[src/rtl/mv_field_scanner.sv]
`timescale 1ns/1ps
// Raster-order motion-vector field walker feeding the block reconstructor; optional MV_ZERO_SKIP_EN drops (0,0) entries.
// Latency: Vector_sig rises 3 edges after Nxt_block_sig is sampled high in REQ (one memory read per block).
// Backpressure: waits in REQ for Nxt_block_sig=1 and holds a vector in PRESENT until Nxt_block_sig drops.
module mv_field_scanner #(
    parameter int              AW        = 16,
    parameter logic [AW-1:0]   BASE_ADDR = '0
) (
    input  logic          CLK,
    input  logic          reset,
    input  logic          enable,
    input  logic [7:0]    height,
    input  logic [7:0]    width,
    input  logic          Nxt_block_sig,
    output logic          mvf_rd,
    output logic [AW-1:0] mvf_addr,
    input  logic [7:0]    mvf_data_x,
    input  logic [7:0]    mvf_data_y,
    output logic          Vector_sig,
    output logic [7:0]    mv_x,
    output logic [7:0]    mv_y,
    output logic [7:0]    addr_x,
    output logic [7:0]    addr_y,
    output logic          MVF_complete_sig
);

    typedef enum logic [2:0] {IDLE, REQ, RD, CAP, PRESENT, ADV, DONE} state_t;

    state_t          state_q, state_d;
    logic [7:0]      w_q, w_d, h_q, h_d;
    logic [7:0]      cx_q, cx_d, cy_q, cy_d;
    logic [AW-1:0]   idx_q, idx_d;
    logic [7:0]      mv_x_q, mv_x_d, mv_y_q, mv_y_d;
    logic [7:0]      addr_x_q, addr_x_d, addr_y_q, addr_y_d;
    logic            vector_q, vector_d;
    logic            skip_q, skip_d;
    logic            zero_entry;

`ifdef MV_ZERO_SKIP_EN
    assign zero_entry = (mvf_data_x == 8'd0) && (mvf_data_y == 8'd0);
`else
    assign zero_entry = 1'b0;
`endif

    always_comb begin
        state_d  = state_q;
        w_d      = w_q;
        h_d      = h_q;
        cx_d     = cx_q;
        cy_d     = cy_q;
        idx_d    = idx_q;
        mv_x_d   = mv_x_q;
        mv_y_d   = mv_y_q;
        addr_x_d = addr_x_q;
        addr_y_d = addr_y_q;
        vector_d = vector_q;
        skip_d   = skip_q;

        case (state_q)
            IDLE: begin
                if (enable) begin
                    w_d    = width;
                    h_d    = height;
                    cx_d   = 8'd1;
                    cy_d   = 8'd1;
                    idx_d  = BASE_ADDR;
                    skip_d = 1'b0;
                    state_d = (width == 8'd0 || height == 8'd0) ? DONE : REQ;
                end
            end
            REQ: begin
                // After a skipped entry the consumer is still waiting, so no fresh request is needed.
                if (!enable)                          state_d = IDLE;
                else if (Nxt_block_sig || skip_q)     state_d = RD;
            end
            RD: begin
                skip_d  = 1'b0;
                state_d = enable ? CAP : IDLE;
            end
            CAP: begin
                if (!enable) begin
                    state_d = IDLE;
                end else if (zero_entry) begin
                    skip_d  = 1'b1;
                    state_d = ADV;
                end else begin
                    mv_x_d   = mvf_data_x;
                    mv_y_d   = mvf_data_y;
                    addr_x_d = cx_q;
                    addr_y_d = cy_q;
                    vector_d = 1'b1;
                    state_d  = PRESENT;
                end
            end
            PRESENT: begin
                if (!enable) begin
                    vector_d = 1'b0;
                    state_d  = IDLE;
                end else if (!Nxt_block_sig) begin
                    vector_d = 1'b0;
                    state_d  = ADV;
                end
            end
            ADV: begin
                if (!enable) begin
                    state_d = IDLE;
                end else if (cx_q == w_q && cy_q == h_q) begin
                    state_d = DONE;
                end else begin
                    // idx tracks BASE_ADDR + (cy-1)*width + (cx-1) without a multiplier.
                    idx_d = idx_q + 1'b1;
                    if (cx_q == w_q) begin
                        cx_d = 8'd1;
                        cy_d = cy_q + 8'd1;
                    end else begin
                        cx_d = cx_q + 8'd1;
                    end
                    state_d = REQ;
                end
            end
            DONE: begin
                if (!enable) state_d = IDLE;
            end
            default: state_d = IDLE;
        endcase
    end

    always_ff @(posedge CLK) begin
        if (reset) begin
            state_q  <= IDLE;
            w_q      <= '0;
            h_q      <= '0;
            cx_q     <= '0;
            cy_q     <= '0;
            idx_q    <= '0;
            mv_x_q   <= '0;
            mv_y_q   <= '0;
            addr_x_q <= '0;
            addr_y_q <= '0;
            vector_q <= 1'b0;
            skip_q   <= 1'b0;
        end else begin
            state_q  <= state_d;
            w_q      <= w_d;
            h_q      <= h_d;
            cx_q     <= cx_d;
            cy_q     <= cy_d;
            idx_q    <= idx_d;
            mv_x_q   <= mv_x_d;
            mv_y_q   <= mv_y_d;
            addr_x_q <= addr_x_d;
            addr_y_q <= addr_y_d;
            vector_q <= vector_d;
            skip_q   <= skip_d;
        end
    end

    assign mvf_rd           = (state_q == RD);
    assign mvf_addr         = (state_q == RD) ? idx_q : '0;
    assign Vector_sig       = vector_q;
    assign mv_x             = mv_x_q;
    assign mv_y             = mv_y_q;
    assign addr_x           = addr_x_q;
    assign addr_y           = addr_y_q;
    assign MVF_complete_sig = (state_q == DONE);

endmodule

[config.mk]
export PLATFORM = sky130hd
export DESIGN_NAME = mv_field_scanner
export DESIGN_NICKNAME = d
export VERILOG_FILES = /design/src/rtl/mv_field_scanner.sv
export SDC_FILE = /design/constraint.sdc
export NUM_CORES = 1
export LEC_CHECK = 0
export ABC_CLOCK_PERIOD_IN_PS = 2500
export CAP_MARGIN = 10
export CORE_ASPECT_RATIO = 1.4
export CORE_MARGIN = 2
export CORE_UTILIZATION = 40
export DETAILED_ROUTE_END_ITERATION = 6
export GPL_TIMING_DRIVEN = 0
export PLACE_DENSITY = 0.68
export SYNTH_ARGS = -nofsm -noshare
export SYNTH_HDL_FRONTEND = slang
export SYNTH_SLANG_ARGS = --single-unit
[constraint.sdc]
create_clock -name CLK -period 2.5 [get_ports CLK]
set_input_delay 0.5 -clock CLK [delete_from_list [all_inputs] [get_ports CLK]]
set_output_delay 0.5 -clock CLK [all_outputs]
set_load 0.005 [all_outputs]
==> insert_results.sql, run 1 <==
INSERT INTO impl_metrics (metric_group, metric, value, unit) VALUES
('cells_and_area', 'postLayoutCellArea', '5160', 'um2'),
('drt', 'wl_per_cell', '14.5', 'um'),
('cells_and_area', 'commonest_cells_after_routing_fill_and_taps_aside', '111 x sky130_fd_sc_hd__nand2_1, 85 x sky130_fd_sc_hd__clkdlybuf4s50_1, 84 x sky130_fd_sc_hd__dfxtp_1', ''),
('setup_path', 'critPathKind', 'reg -> out', ''),
('logic_synthesis', 'ys_seq_area_share', '43.7', '%'),
('floorplan', 'coreArea', '9410', 'um2'),
('logic_synthesis', 'ys_top_cells_by_area', 'sky130_fd_sc_hd__dfxtp_1 44%, sky130_fd_sc_hd__nand2_1 11%, sky130_fd_sc_hd__a21oi_1 9.1%, sky130_fd_sc_hd__xor2_1 3.2%, sky130_fd_sc_hd__or3_1 3.1%', ''),
('clocking', 'clk-insertion-delay-late', '0.34', 'ns'),
('sta', 'max_freq', '421', 'MHz'),
('drt', 'routed-via-count', '3680', ''),
('floorplan', 'die-height', '120', 'um'),
('power', 'power.density', '595', 'nW/um2'),
('worst_hold_path', 'hold_wc_startpoint', 'mv_x[1]', ''),
('sta', 'drv_slew', '0', ''),
('sta', 'worstMarginPinSlew', '0.655', 'ns'),
('clocking', 'number_of_h_tree_levels', '3', ''),
('logic_synthesis', 'synth_area', '3850', 'um2'),
('drt', 'met2WireLength', '5090', 'um'),
('setup_path', 'required', '2.00', 'ns'),
('place', 'number_of_port_buffers', '85', ''),
('sta', 'sum_of_negative_setup_slack', '0', 'ns'),
('setup_path', 'worstSetupStartpoint', 'state_q[0]', ''),
('drt', 'route.met3.wl', '504', 'um'),
('run_status', 'outcome', 'finished, final reports clean', ''),
('setup_path', 'r2r_start', 'cx_q[6]', ''),
('drt', 'routed.top_layer', 'met4', ''),
('cells_and_area', 'flow.area_growth_from_synthesis', '34.1', '%'),
('clocking', 'clock_tree.root_cell', 'sky130_fd_sc_hd__clkbuf_16', ''),
('logic_synthesis', 'ys_ff_latch', '84', ''),
('global_route', 'grt_first_pass_wirelength', '16900', 'um'),
('cells_and_area', 'nNetsFinal', '617', ''),
('global_route', 'antenna_found_initial', '0', ''),
('floorplan', 'num_io_pins', '87', ''),
('place', 'gpl.final_weighted_congestion', '0.839', ''),
('sta', 'finClkSkew', '0.00455', 'ns'),
('clocking', 'numCtsBuffers', '9', ''),
('global_route', 'grt_usage', '20.6', '%'),
('drt', 'met1_wl', '4140', 'um'),
('logic_synthesis', 'ys_warn_count', '0', ''),
('floorplan', 'start_util', '40.9', '%'),
('clocking', 'clock_sinks', '84', ''),
('logic_synthesis', 'postSynthNetCount', '520', ''),
('logic_synthesis', 'syn_avg_cell_area', '8.00', 'um2'),
('clocking', 'clk_pin_slew_worst_paths', '0.06', 'ns'),
('logic_synthesis', 'synth.largest_area_cell', 'sky130_fd_sc_hd__dfxtp_1', ''),
('sta', 'final_period_minus_worst_setup_slack', '2.37', 'ns'),
('worst_hold_path', 'timing.hold.worst.class', 'reg -> reg', ''),
('drt', 'route.detailed.drc', '0', ''),
('cells_and_area', 'final_common_cell', 'sky130_fd_sc_hd__nand2_1', ''),
('power', 'power.leakage', '1.77', 'nW'),
('setup_path', 'cp.arrival', '1.87', 'ns'),
('sta', 'final-hold-violation-count', '0', ''),
('logic_synthesis', 'synth_top_area_share', '43.7', '%'),
('drt', 'wl', '10100', 'um'),
('run', 'maxCapViolations', '0', ''),
('place', 'hpwl', '7590', 'um'),
('floorplan', 'placement_rows', '42', ''),
('setup_path', 'critPathMaxFanout', '10', ''),
('cells_and_area', 'layout-drive-gt1-share', '7.72', '%'),
('drt', 'detailedRoute.firstIterationViolations', '184', ''),
('power', 'vdd.ir_drop.worst', '0.382', 'mV'),
('drt', 'post_drt_via_cell_ratio', '5.31', ''),
('global_route', 'grt_start_max_net_pins', '15', ''),
('floorplan', 'fp.dieArea', '10400', 'um2'),
('floorplan', 'die_x', '86.9', 'um'),
('sta', 'setup_failing_eps_final', '0', ''),
('clocking', 'max-clock-path-buffers', '2', ''),
('drt', 'detailedRoute.firstPassIterationCount', '4', ''),
('place', 'post_dp_cell_area', '4830', 'um2'),
('clocking', 'cts_tree', 'yes', ''),
('global_route', 'grt_pass1_vias', '3574', '');
synth_stat cells, drive strengths merged (9+ instances only):
library cell / number
nand3: 13
buf: 11
nand2: 112
a21oi: 71
nor2: 19
or3: 19
and2: 16
dfxtp: 84
xnor2: 9
o21ai: 20
clkbuf: 18
xor2: 14
worst max-delay path, cell delays in order, from the launching register on:
cell	delay [ns]
sky130_fd_sc_hd__dfxtp_1	0.30
sky130_fd_sc_hd__buf_4	0.16
sky130_fd_sc_hd__inv_4	0.09
sky130_fd_sc_hd__nand2_4	0.09
sky130_fd_sc_hd__nor2_4	0.13
sky130_fd_sc_hd__buf_4	0.15
sky130_fd_sc_hd__and2_1	0.12
sky130_fd_sc_hd__clkdlybuf4s50_1	0.49
metal layers:
metal	up-vias	global-route usage [%]
met2	101	35.0
met4	0	10.4
met5	-	0
met1	1691	23.6
li1	1864	-
met3	24	4.68
final timing paths:
path	slack (ns)	to	depth (start not counted)
max	0.13	mvf_addr[8]	7
min	0.45	mv_x[1]	2
max reg2reg	0.34	cx_q[1]	8
min reg2reg	0.45	mv_x[1]	2
final cells by class:
| class | instances | area, um2 |
|---|---|---|
| plain buffers | 29 | 150 |
| clock buffers | 9 | 225 |
| clock inverters | 7 | 67.6 |
| fillers | 885 | 4250 |
| inverters | 7 | 28.8 |
| multi-input cells | 361 | 2010 |
| flip-flops and latches | 84 | 1680 |
| well taps | 110 | 138 |
| repair buffers | 86 | 858 |
timing repair:
item	CTS	global route
gates resized for setup	6	4
hold buffers	0	0
endpoints found under the setup margin	16	15
pin swaps	1	0
buffers inserted	1	0
power breakdown:
| part | switching, mW | leakage (nW) | internal (mW) |
|---|---|---|---|
| sequential | 0.0278 | 0.680 | 1.37 |
| clock | 0.531 | 0.137 | 0.767 |
| combinational | 0.218 | 0.949 | 0.153 |
sequential cells by signal, indices dropped and copies added (netlist names), 3 cells and up:
register,flops
state_q,3
cy_q,8
w_q,8
mv_x,8
addr_x,8
addr_y,8
mv_y,8
h_q,8
idx_q,16
cx_q,8
through the flow:
stage / std cells / util, % / worst slack, ns / power (mW)
finish: 693 / 54.8 / 0.127 / 3.07
floorplan: 481 / - / 0.683 / 1.64
global placement: 676 / 51.4 / -0.158 / 1.78
global route: 693 / 54.8 / 0.00235 / 3.19
detailed placement: 676 / 51.4 / -0.173 / 1.79
CTS: 693 / 54.7 / 0.0234 / 3.09
kinds of logic after synthesis:
| kind of cell | synth area share (%) |
|---|---|
| flops | 43.7 |
| simple gates | 27.9 |
| mux | 0.521 |
| buf+inv | 4.49 |
| fa+ha+maj | 0.976 |
| compound gates | 17.2 |
| xor+xnor | 5.24 |
Power figures use the tool's default switching activity.
==> run 2, diff against run 1 <==
Settings changed: CAP_MARGIN 10 to 0.
==> results of run 2 <==
Same layout as run 1: the final DEF is identical, and so are final timing and power.
==> run 3, diff against run 2 <==
Settings changed: ABC_CLOCK_PERIOD_IN_PS 2500 to 2400, CELL_PAD_IN_SITES_DETAIL_PLACEMENT set to 1, CELL_PAD_IN_SITES_GLOBAL_PLACEMENT set to 1, CORE_UTILIZATION 40 to 37, PLACE_DENSITY 0.68 to 0.82.
Clock period 2.5 ns to 2.4 ns, I/O delays scaled along.
==> run 3 against run 2 <==
Compared with the run above:
- global-route usage up 1.3 points
- sequential power up 4%
- wire length up 21%
- largest cell class unchanged
- cell count up 4.3%
- highest routed layer unchanged
- critical endpoint is now mvf_addr[12]
- clock power up 17%
- power up 10%
- final area up 2.2%
- non-clock buffer count up 2
- clock skew up 0.0045 ns
- register-to-register slack worse by 0.22 ns
==> insert_results.sql, run 3 (same netlist as run 1, synthesis figures left out) <==
INSERT INTO impl_metrics (metric_group, metric, value, unit) VALUES
('sta', 'rsz_0062_raised_after_global_routing', 'true', ''),
('drt', 'route.detailed.drc', '0', ''),
('cells_and_area', 'final_common_cell', 'sky130_fd_sc_hd__nand2_1', ''),
('power', 'vdd.ir_drop.worst', '0.416', 'mV'),
('setup_path', 'r2r_start', 'cy_q[2]', ''),
('cells_and_area', 'commonest_cells_after_routing_fill_and_taps_aside', '111 x sky130_fd_sc_hd__nand2_1, 83 x sky130_fd_sc_hd__dfxtp_1, 83 x sky130_fd_sc_hd__clkdlybuf4s50_1', ''),
('sta', 'max-slew-margin-rel', '56.7', '%'),
('cells_and_area', 'layout.filler_cells', '1276', ''),
('place', 'gpl.final_weighted_congestion', '0.853', ''),
('cells_and_area', 'largest_register', 'idx_q', ''),
('power', 'power.density', '643', 'nW/um2'),
('clocking', 'numCtsBuffers', '9', ''),
('floorplan', 'coreArea', '10200', 'um2'),
('setup_path', 'critPathMaxFanout', '10', ''),
('drt', 'wl', '12100', 'um'),
('cells_and_area', 'n_antenna_cell', '0', ''),
('place', 'post_dp_cell_area', '4870', 'um2'),
('run', 'maxCapViolations', '0', ''),
('setup_path', 'worstSetupStartpoint', 'state_q[0]', ''),
('drt', 'routed-via-count', '3800', ''),
('setup_path', 'critPathKind', 'reg -> out', ''),
('setup_path', 'timing.reg2reg.setup_slack', '0.12', 'ns'),
('sta', 'postLayoutSetupSlackWorst', '0.0278', 'ns'),
('global_route', 'grt_start_max_net_pins', '15', ''),
('setup_path', 'cp-start-kind', 'flop', ''),
('sta', 'drv_slew', '0', ''),
('sta', 'setup_failing_eps_final', '0', ''),
('sta', 'worstMarginPinSlew', '0.647', 'ns'),
('clocking', 'clk_pin_slew_worst_paths', '0.06', 'ns'),
('global_route', 'grt_usage', '21.9', '%'),
('floorplan', 'start_util', '37.6', '%'),
('cells_and_area', 'layout-drive-gt1-share', '8.38', '%'),
('floorplan', 'fp.dieArea', '11200', 'um2'),
('setup_path', 'ff_to_ff_end', 'idx_q[6]', ''),
('cells_and_area', 'postLayoutCellArea', '5270', 'um2'),
('place', 'number_of_port_buffers', '85', ''),
('power', 'fin_total_pwr', '3.39', 'mW'),
('floorplan', 'die_x', '90.2', 'um'),
('clocking', 'cts_tree', 'yes', ''),
('setup_path', 'critPathCapture', 'mvf_addr[12]', ''),
('global_route', 'grt_overflow', '0', ''),
('clocking', 'clk-insertion-delay-late', '0.35', 'ns'),
('sta', 'final_period_minus_worst_setup_slack', '2.37', 'ns'),
('worst_hold_path', 'hold-path-cell-count', '2', ''),
('sta', 'final.period_utilization', '98.8', '%'),
('clocking', 'cts_hold_buffers', '0', ''),
('clocking', 'number_of_h_tree_levels', '3', ''),
('global_route', 'antenna_found_initial', '0', ''),
('floorplan', 'placement_rows', '44', ''),
('power', 'power.leakage', '1.84', 'nW'),
('drt', 'antenna_left', '0', ''),
('place', 'numPlacedInstances', '704', ''),
('clocking', 'clock_sinks', '84', ''),
('drt', 'detailedRoute.firstIterationViolations', '162', ''),
('setup_path', 'required', '1.92', 'ns'),
('floorplan', 'die-height', '125', 'um'),
('sta', 'final.hold.worst_slack', '0.457', 'ns'),
('cells_and_area', 'final_cell_count_no_fill', '723', ''),
('drt', 'post_drt_via_cell_ratio', '5.26', ''),
('place', 'place_worst_setup_slack', '-0.293', 'ns'),
('setup_path', 'setup.worst_path.end_class', 'output port', ''),
('setup_path', 'worst-r2r-cell-count', '8', ''),
('place', 'hpwl', '9050', 'um'),
('global_route', 'grt_first_pass_wirelength', '19700', 'um'),
('run_status', 'outcome', 'finished, final reports clean', ''),
('sta', 'final-hold-violation-count', '0', ''),
('cells_and_area', 'nNetsFinal', '619', ''),
('cells_and_area', 'finish.utilization', '51.5', '%'),
('drt', 'met2WireLength', '6710', 'um'),
('sta', 'finClkSkew', '0.00901', 'ns'),
('drt', 'wl_per_cell', '16.8', 'um'),
('cells_and_area', 'largest_reg_flops', '16', ''),
('setup_path', 'cp.arrival', '1.89', 'ns'),
('floorplan', 'num_io_pins', '87', ''),
('worst_hold_path', 'timing.hold.worst.class', 'reg -> reg', ''),
('cells_and_area', 'flow.area_growth_from_synthesis', '37.0', '%'),
('drt', 'routed.top_layer', 'met4', ''),
('global_route', 'grt_pass1_vias', '4155', ''),
('drt', 'met1_wl', '4540', 'um'),
('clocking', 'max-clock-path-buffers', '2', ''),
('sta', 'sum_of_negative_setup_slack', '0', 'ns'),
('drt', 'route.met3.wl', '590', 'um'),
('sta', 'max_freq', '422', 'MHz'),
('drt', 'detailedRoute.firstPassIterationCount', '4', ''),
('clocking', 'clock_tree.root_cell', 'sky130_fd_sc_hd__clkbuf_16', '');
==> run 3: how the worst min path moves through the flow <==
stage	start	to	slack (ns)
floorplan	h_q[0]	h_q[0]	0.45
global placement	addr_x[3]	addr_x[3]	0.44
detailed placement	mv_y[3]	mv_y[3]	0.45
CTS	mv_y[3]	mv_y[3]	0.46
global route	mv_y[3]	mv_y[3]	0.48
finish	mv_y[2]	mv_y[2]	0.46
==> run 3: metal layers <==
metal | GRT usage, % | up-vias
li1 | - | 1861
met1 | 20.3 | 1827
met2 | 43.1 | 93
met3 | 5.75 | 19
met4 | 10.3 | 0
met5 | 0 | -
==> run 3: power breakdown <==
| part | leakage (nW) | switching [mW] | internal [mW] |
|---|---|---|---|
| Sequential | 0.680 | 0.0301 | 1.43 |
| Combinational | 1.00 | 0.240 | 0.172 |
| Clock | 0.162 | 0.577 | 0.939 |
==> run 3: area by class of cell <==
type	instances	area (um2)	share of cell area, %
tap	138	173	3.28
timing repair buffer	88	891	16.9
multi-input combinational	361	2010	38.2
clock inverter	6	87.6	1.66
sequential	84	1680	31.9
inverter	7	28.8	0.546
clock buffer	10	239	4.54
buffer	29	156	2.97
==> run 3: repair_timing <==
| item | in CTS | in global routing |
|---|---|---|
| setup buffers | 1 | 2 |
| hold endpoints to repair | 0 | 0 |
| pin swaps | 1 | 2 |
| gates resized for setup | 11 | 3 |
| gates cloned | 0 | 0 |
| setup endpoints to repair | 16 | 24 |
==> run 3: critical path, cell delays in order (launching register included) <==
cell,delay (ns)
sky130_fd_sc_hd__dfxtp_1,0.30
sky130_fd_sc_hd__buf_4,0.16
sky130_fd_sc_hd__inv_4,0.09
sky130_fd_sc_hd__nand2_4,0.09
sky130_fd_sc_hd__nor2_4,0.13
sky130_fd_sc_hd__clkbuf_8,0.16
sky130_fd_sc_hd__and2_1,0.12
sky130_fd_sc_hd__clkdlybuf4s50_1,0.49
